**src/rtl/rectangle_skeygen_dual.sv**
```systemverilog
// RECTANGLE key schedule for 80/128-bit keys: one 64-bit subkey per cycle after an accepted Start.
// Latency: first write one cycle after acceptance, Done one cycle after the last write; no backpressure.
module rectangle_skeygen_dual #(
    parameter int NUM_SUBKEYS = 26,
    parameter int ADDR_W      = 5
) (
    input  logic              Clk,
    input  logic              RstN,
    input  logic              Start,
    input  logic              KeySel,
    input  logic [127:0]      Key,
    output logic              Ready,
    output logic              Busy,
    output logic              Done,
    output logic              flush,
    output logic              WE,
    output logic [ADDR_W-1:0] WAddr,
    output logic [63:0]       KeyIn
);

    localparam logic [1:0] S_IDLE = 2'd0;
    localparam logic [1:0] S_RUN  = 2'd1;
    localparam logic [1:0] S_DONE = 2'd2;

    localparam logic [ADDR_W-1:0] LAST_IDX = ADDR_W'(NUM_SUBKEYS - 1);

    logic [1:0]        state_q, state_d;
    logic              mode_q, mode_d;
    logic [31:0]       r0_q, r1_q, r2_q, r3_q;
    logic [31:0]       r0_d, r1_d, r2_d, r3_d;
    logic [15:0]       r4_q, r4_d;
    logic [ADDR_W-1:0] cnt_q, cnt_d;
    logic [4:0]        rc_q, rc_d;

    logic [31:0]       s0, s1, s2, s3;
    logic [31:0]       r0_n, r1_n, r2_n, r3_n;
    logic [15:0]       r4_n;
    logic [3:0]        col, sc;

    function automatic logic [3:0] sbox(input logic [3:0] x);
        logic [3:0] y;
        case (x)
            4'h0: y = 4'h6;
            4'h1: y = 4'h5;
            4'h2: y = 4'hC;
            4'h3: y = 4'hA;
            4'h4: y = 4'h1;
            4'h5: y = 4'hE;
            4'h6: y = 4'h7;
            4'h7: y = 4'h9;
            4'h8: y = 4'hB;
            4'h9: y = 4'h0;
            4'hA: y = 4'h3;
            4'hB: y = 4'hD;
            4'hC: y = 4'h8;
            4'hD: y = 4'hF;
            4'hE: y = 4'h4;
            default: y = 4'h2;
        endcase
        return y;
    endfunction

    // One schedule round on the current rows; 80-bit mode only touches columns 0..3
    // so the zero upper halves of the rows never feed the S-box.
    always_comb begin
        s0  = r0_q;
        s1  = r1_q;
        s2  = r2_q;
        s3  = r3_q;
        col = 4'h0;
        sc  = 4'h0;
        for (int j = 0; j < 8; j++) begin
            if (mode_q || (j < 4)) begin
                col   = {r3_q[j], r2_q[j], r1_q[j], r0_q[j]};
                sc    = sbox(col);
                s0[j] = sc[0];
                s1[j] = sc[1];
                s2[j] = sc[2];
                s3[j] = sc[3];
            end
        end
        if (mode_q) begin
            r0_n = {s0[23:0], s0[31:24]} ^ s1;
            r1_n = s2;
            r2_n = {s2[15:0], s2[31:16]} ^ s3;
            r3_n = s0;
            r4_n = 16'h0;
        end else begin
            r0_n = {16'h0, s0[7:0], s0[15:8]} ^ {16'h0, s1[15:0]};
            r1_n = {16'h0, s2[15:0]};
            r2_n = {16'h0, s3[15:0]};
            r3_n = {16'h0, s3[3:0], s3[15:4]} ^ {16'h0, r4_q};
            r4_n = s0[15:0];
        end
        r0_n[4:0] = r0_n[4:0] ^ rc_q;
    end

    always_comb begin
        state_d = state_q;
        mode_d  = mode_q;
        r0_d    = r0_q;
        r1_d    = r1_q;
        r2_d    = r2_q;
        r3_d    = r3_q;
        r4_d    = r4_q;
        cnt_d   = cnt_q;
        rc_d    = rc_q;
        case (state_q)
            S_IDLE: begin
                if (Start) begin
                    mode_d  = KeySel;
                    cnt_d   = '0;
                    rc_d    = 5'h01;
                    state_d = S_RUN;
                    if (KeySel) begin
                        r0_d = Key[31:0];
                        r1_d = Key[63:32];
                        r2_d = Key[95:64];
                        r3_d = Key[127:96];
                        r4_d = 16'h0;
                    end else begin
                        r0_d = {16'h0, Key[15:0]};
                        r1_d = {16'h0, Key[31:16]};
                        r2_d = {16'h0, Key[47:32]};
                        r3_d = {16'h0, Key[63:48]};
                        r4_d = Key[79:64];
                    end
                end
            end
            S_RUN: begin
                r0_d  = r0_n;
                r1_d  = r1_n;
                r2_d  = r2_n;
                r3_d  = r3_n;
                r4_d  = r4_n;
                rc_d  = {rc_q[3:0], rc_q[4] ^ rc_q[2]};
                cnt_d = cnt_q + ADDR_W'(1);
                if (cnt_q == LAST_IDX) begin
                    state_d = S_DONE;
                end
            end
            S_DONE: state_d = S_IDLE;
            default: state_d = S_IDLE;
        endcase
    end

    always_ff @(posedge Clk or negedge RstN) begin
        if (!RstN) begin
            state_q <= S_IDLE;
            mode_q  <= 1'b0;
            r0_q    <= '0;
            r1_q    <= '0;
            r2_q    <= '0;
            r3_q    <= '0;
            r4_q    <= '0;
            cnt_q   <= '0;
            rc_q    <= '0;
        end else begin
            state_q <= state_d;
            mode_q  <= mode_d;
            r0_q    <= r0_d;
            r1_q    <= r1_d;
            r2_q    <= r2_d;
            r3_q    <= r3_d;
            r4_q    <= r4_d;
            cnt_q   <= cnt_d;
            rc_q    <= rc_d;
        end
    end

    // Both key sizes expose the low 16 bits of rows 0..3 as the subkey.
    assign Ready = (state_q == S_IDLE);
    assign Busy  = (state_q == S_RUN);
    assign Done  = (state_q == S_DONE);
    assign WE    = Busy;
    assign flush = Busy && (cnt_q == '0);
    assign WAddr = Busy ? cnt_q : '0;
    assign KeyIn = Busy ? {r3_q[15:0], r2_q[15:0], r1_q[15:0], r0_q[15:0]} : 64'h0;

endmodule
```
**config.mk**
```make
export PLATFORM = sky130hd
export DESIGN_NAME = rectangle_skeygen_dual
export DESIGN_NICKNAME = d
export VERILOG_FILES = /design/src/rtl/rectangle_skeygen_dual.sv
export SDC_FILE = /design/constraint.sdc
export NUM_CORES = 1
export LEC_CHECK = 0
export BUFFER_PORTS_ARGS = -buffer_cell sky130_fd_sc_hd__buf_2
export CAP_MARGIN = 20
export CORE_MARGIN = 2
export CORE_UTILIZATION = 45
export DETAILED_ROUTE_END_ITERATION = 10
export HOLD_SLACK_MARGIN = 0.08
export PLACE_DENSITY = 0.77
export SYNTH_ARGS = -nofsm -noshare
export SYNTH_HDL_FRONTEND = slang
export SYNTH_SLANG_ARGS = --single-unit
```
**constraint.sdc**
```tcl
create_clock -name Clk -period 2.1 [get_ports Clk]
set_clock_uncertainty 0.05 [all_clocks]
set_input_delay 0.42 -clock Clk [delete_from_list [all_inputs] [get_ports Clk]]
set_output_delay 0.42 -clock Clk [all_outputs]
set_load 0.02 [all_outputs]
```
==> impl_metrics.tcl <==
set metrics [dict create \
    synth_area_mm2 0.01021 \
    synth_mux_area_share_pct 7.131 \
    rr_endpoint "r3_q[15]$_DFFE_PN0P_" \
    p_leak_nw 6.135 \
    synth-edff-count 0 \
    post_synth_num_cell_types 48 \
    worstSkewPairLatency_ns 0.43 \
    ys_ff_latch 157 \
    grt_setup_unrepaired "true" \
    violations "negative setup slack" \
    utilization_pct 57.14 \
    netlist_instances 1145 \
    row_count 55 \
    holdCritStartpoint "Key[120]" \
    p_int_mw 12.76 \
    chipWidth_um 154.6 \
    synth_top_family_by_area "compound AO/OA/AOI/OAI gates" \
    critPathKind "register to primary output" \
    grt_pass1_vias 9296 \
    drt_iter0_markers 1109 \
    worstHoldEndpoint "r3_q[24]$_DFFE_PN0P_" \
    numCtsBuffers 17 \
    synth_xor_area_share_pct 8.920 \
    syn2layout_area_growth_pct 25.55 \
    cp-end-kind "primary output" \
    reg2reg_setup_slack_ns 0 \
    syn_avg_cell_area_um2 8.918 \
    async_reset_ff_share_pct 100.0 \
    period_needed_ns 2.166 \
    detail-route-antenna-nets 0 \
    finalHoldViolCount 0 \
    cap_viol_max_count 0 \
    coreArea_mm2 0.02243 \
    ys.flop_type "dfrtp_1" \
    antenna_found_initial 3 \
    initial_core_util_pct 45.52 \
    cts_tree "built" \
    cts.clk_slew.worst_paths_ns 0.06 \
    cp.required_ns 1.63 \
    wirelength_um 36000 \
    slew-limit-headroom_pct 52.81 \
    outcome "complete, but fails checks" \
    slew_viol_final 0 \
    nets 1517 \
    stdcell_area_mm2 0.01282 \
    share_seq_of_total_power_pct 27.3 \
    worst_r2r_startpoint "mode_q$_DFFE_PN0P_" \
    cts_buffer_depth 2 \
    gp_congestion 0.9198 \
    via_per_inst 6.035 \
    wl_per_cell_um 21.95 \
    root_buffer "clkbuf_16" \
    worst_pin_slew_ns 0.7078 \
    gr-total-overflow 0 \
    hold_class "input port to register" \
    crit_fanout 11 \
    crit_path_start_kind "register" \
    grt_pass1_wl_um 53700 \
    grtUsageTotal_pct 29.45 \
    p_per_area_mw_per_mm2 1849 \
    max_freq_mhz 461.8 \
    htree_levels 4 \
    hold_path_depth 3 \
    switching_share_pct 46.14 \
    post-route-period-util_pct 103.1 \
    synthAdderAreaFrac_pct 4.901 \
    ys_warn_count 0 \
    p_total_mw 23.70 \
    portBuffers 205 \
    synthesis.nets 1317 \
    power.switching_mw 10.93 \
    post_dp_cell_area_mm2 0.01180 \
    n_fill_cell 1932 \
    worstPathArrival_ns 1.70 \
    worst-r2r-cell-count 6 \
    peakVddDrop_uv 778.3 \
    setup_tns_ns -1.050 \
    die_h_um 154.6 \
    die_area_mm2 0.02391 \
    grt_max_degree 45 \
    combPwrFrac_pct 58.9 \
    vias 9897 \
    synth-compound-area-share_pct 18.59 \
    ioPinCount 206 \
    numClockSinks 157 \
    dp_hpwl_um 25260 \
    route.detailed.drc 0 \
    yosysSeqAreaShare_pct 38.48 \
    worst_slack_ns -0.06551 \
    finalSetupViolations 45 \
    first_pass_iters 6 \
    drive_gt1_share_pct 25.78 \
    synthSimpleGateAreaFrac_pct 16.73 \
    p_clk_share_pct 13.8 \
]
-- worst max-delay path, stage by stage, from the launching register on --
cell and delay, ns:
dfrtp_2 0.43, nand2b_4 0.15, clkinv_8 0.14, buf_6 0.19, and2_1 0.19, buf_4 0.16
-- timing repair --
item / in CTS / in global routing
endpoints found under the setup margin: 71 / 63
gates resized for setup: 29 / 43
hold buffers: 1 / 0
setup buffers: 2 / 2
gates cloned: 3 / 3
pin swaps: 1 / 1
hold endpoints to repair: 38 / 0
-- Yosys cell counts, drive strengths merged, types with 32 or more instances --
cell,number,area [µm²]
nor2,117,444.2
o21ai,69,345.3
dfrtp,157,3929
and2,56,350.3
a22oi,54,405.4
clkbuf,32,120.1
xnor2,48,420.4
mux2i,57,570.6
a21oi,36,180.2
buf,63,319.1
nand2,144,540.5
ha,40,500.5
a221oi,39,341.6
xor2,56,490.5
-- layout make-up --
class                      count  area (µm²)  area share (%)
multi-input combinational    867        5841           45.56
sequential                   157        3933           30.68
timing repair buffer         276        1974           15.40
clock buffer                  21       460.4           3.592
tap                          285       356.6           2.782
clock inverter                 7       138.9           1.083
inverter                      26       113.9          0.8881
antenna                        1       2.502         0.01952
-- how the worst max path moves through the flow --
stage                                      start              endpoint  slack [ns]  depth (start not counted)
after floorplan           state_q[1]$_DFFE_PN0P_                 flush        0.10                          6
after detailed placement  state_q[0]$_DFFE_PN0P_  r3_q[15]$_DFFE_PN0P_       -0.20                          7
after CTS                 state_q[1]$_DFFE_PN0P_                 flush       -0.02                          6
final                     state_q[0]$_DFFE_PN0P_             KeyIn[43]       -0.07                          5
after global routing      state_q[0]$_DFFE_PN0P_             KeyIn[42]       -0.11                          5
after global placement    state_q[0]$_DFFE_PN0P_  r3_q[15]$_DFFE_PN0P_       -0.14                          7
-- layer usage --
metal  up-vias  wire length, µm  GRT usage [%]
met5         -                8              0
met4         2             1362          11.16
met3       105             4311          8.154
met2       648            15490          42.39
met1      4743            14840          42.18
li1       4399                -              -
-- metrics by stage --
step	hold slack, ns	instances	worst slack [ns]
final	0.1565	1640	-0.06551
after floorplan	0.07441	1145	0.1036
after global placement	0.3411	1600	-0.1437
after detailed placement	0.3448	1600	-0.1953
after CTS	0.1532	1634	-0.02051
after global routing	0.1593	1640	-0.1097
-- cells by family (layout without fill, tap and decap cells) --
kind of cell               after synthesis  in the layout
xor gates and xnor gates               104            104
adders and majority gates               40             40
other                                    0              1
AOI/OAI and AO/OA                      273            273
buffers and inverters                  121            330
and+or+nand+nor                        379            379
DFF                                    157            157
muxes                                   71             71
-- power by group through the flow --
| stage | clock, mW | sequential [mW] | combinational (mW) |
|---|---|---|---|
| 2_1_floorplan | 0 | 5.32 | 9.43 |
| 3_3_place_gp | 0 | 6.29 | 12.3 |
| 3_5_place_dp | 0 | 6.35 | 12.7 |
| 4_1_cts | 3.28 | 6.32 | 13.2 |
| 5_1_grt | 3.42 | 6.57 | 15.1 |
| 6_report | 3.26 | 6.47 | 14.0 |
-- state kept, by name (all words and copies together), names as in the netlist --
| signal | count |
|---|---|
| cnt_q | 5 |
| r4_q | 16 |
| mode_q | 1 |
| r0_q | 32 |
| r2_q | 32 |
| r3_q | 32 |
| r1_q | 32 |
| state_q | 2 |
| rc_q | 5 |
-- layout by cell type (no fill, tap or decap), drive strengths merged, types with 40 or more instances in the layout --
cell,count
buf,270
dfrtp,157
nand2,144
nor2,117
o21ai,69
mux2i,57
xor2,56
and2,56
a22oi,54
xnor2,48
ha,40
Power figures use the tool's default switching activity.
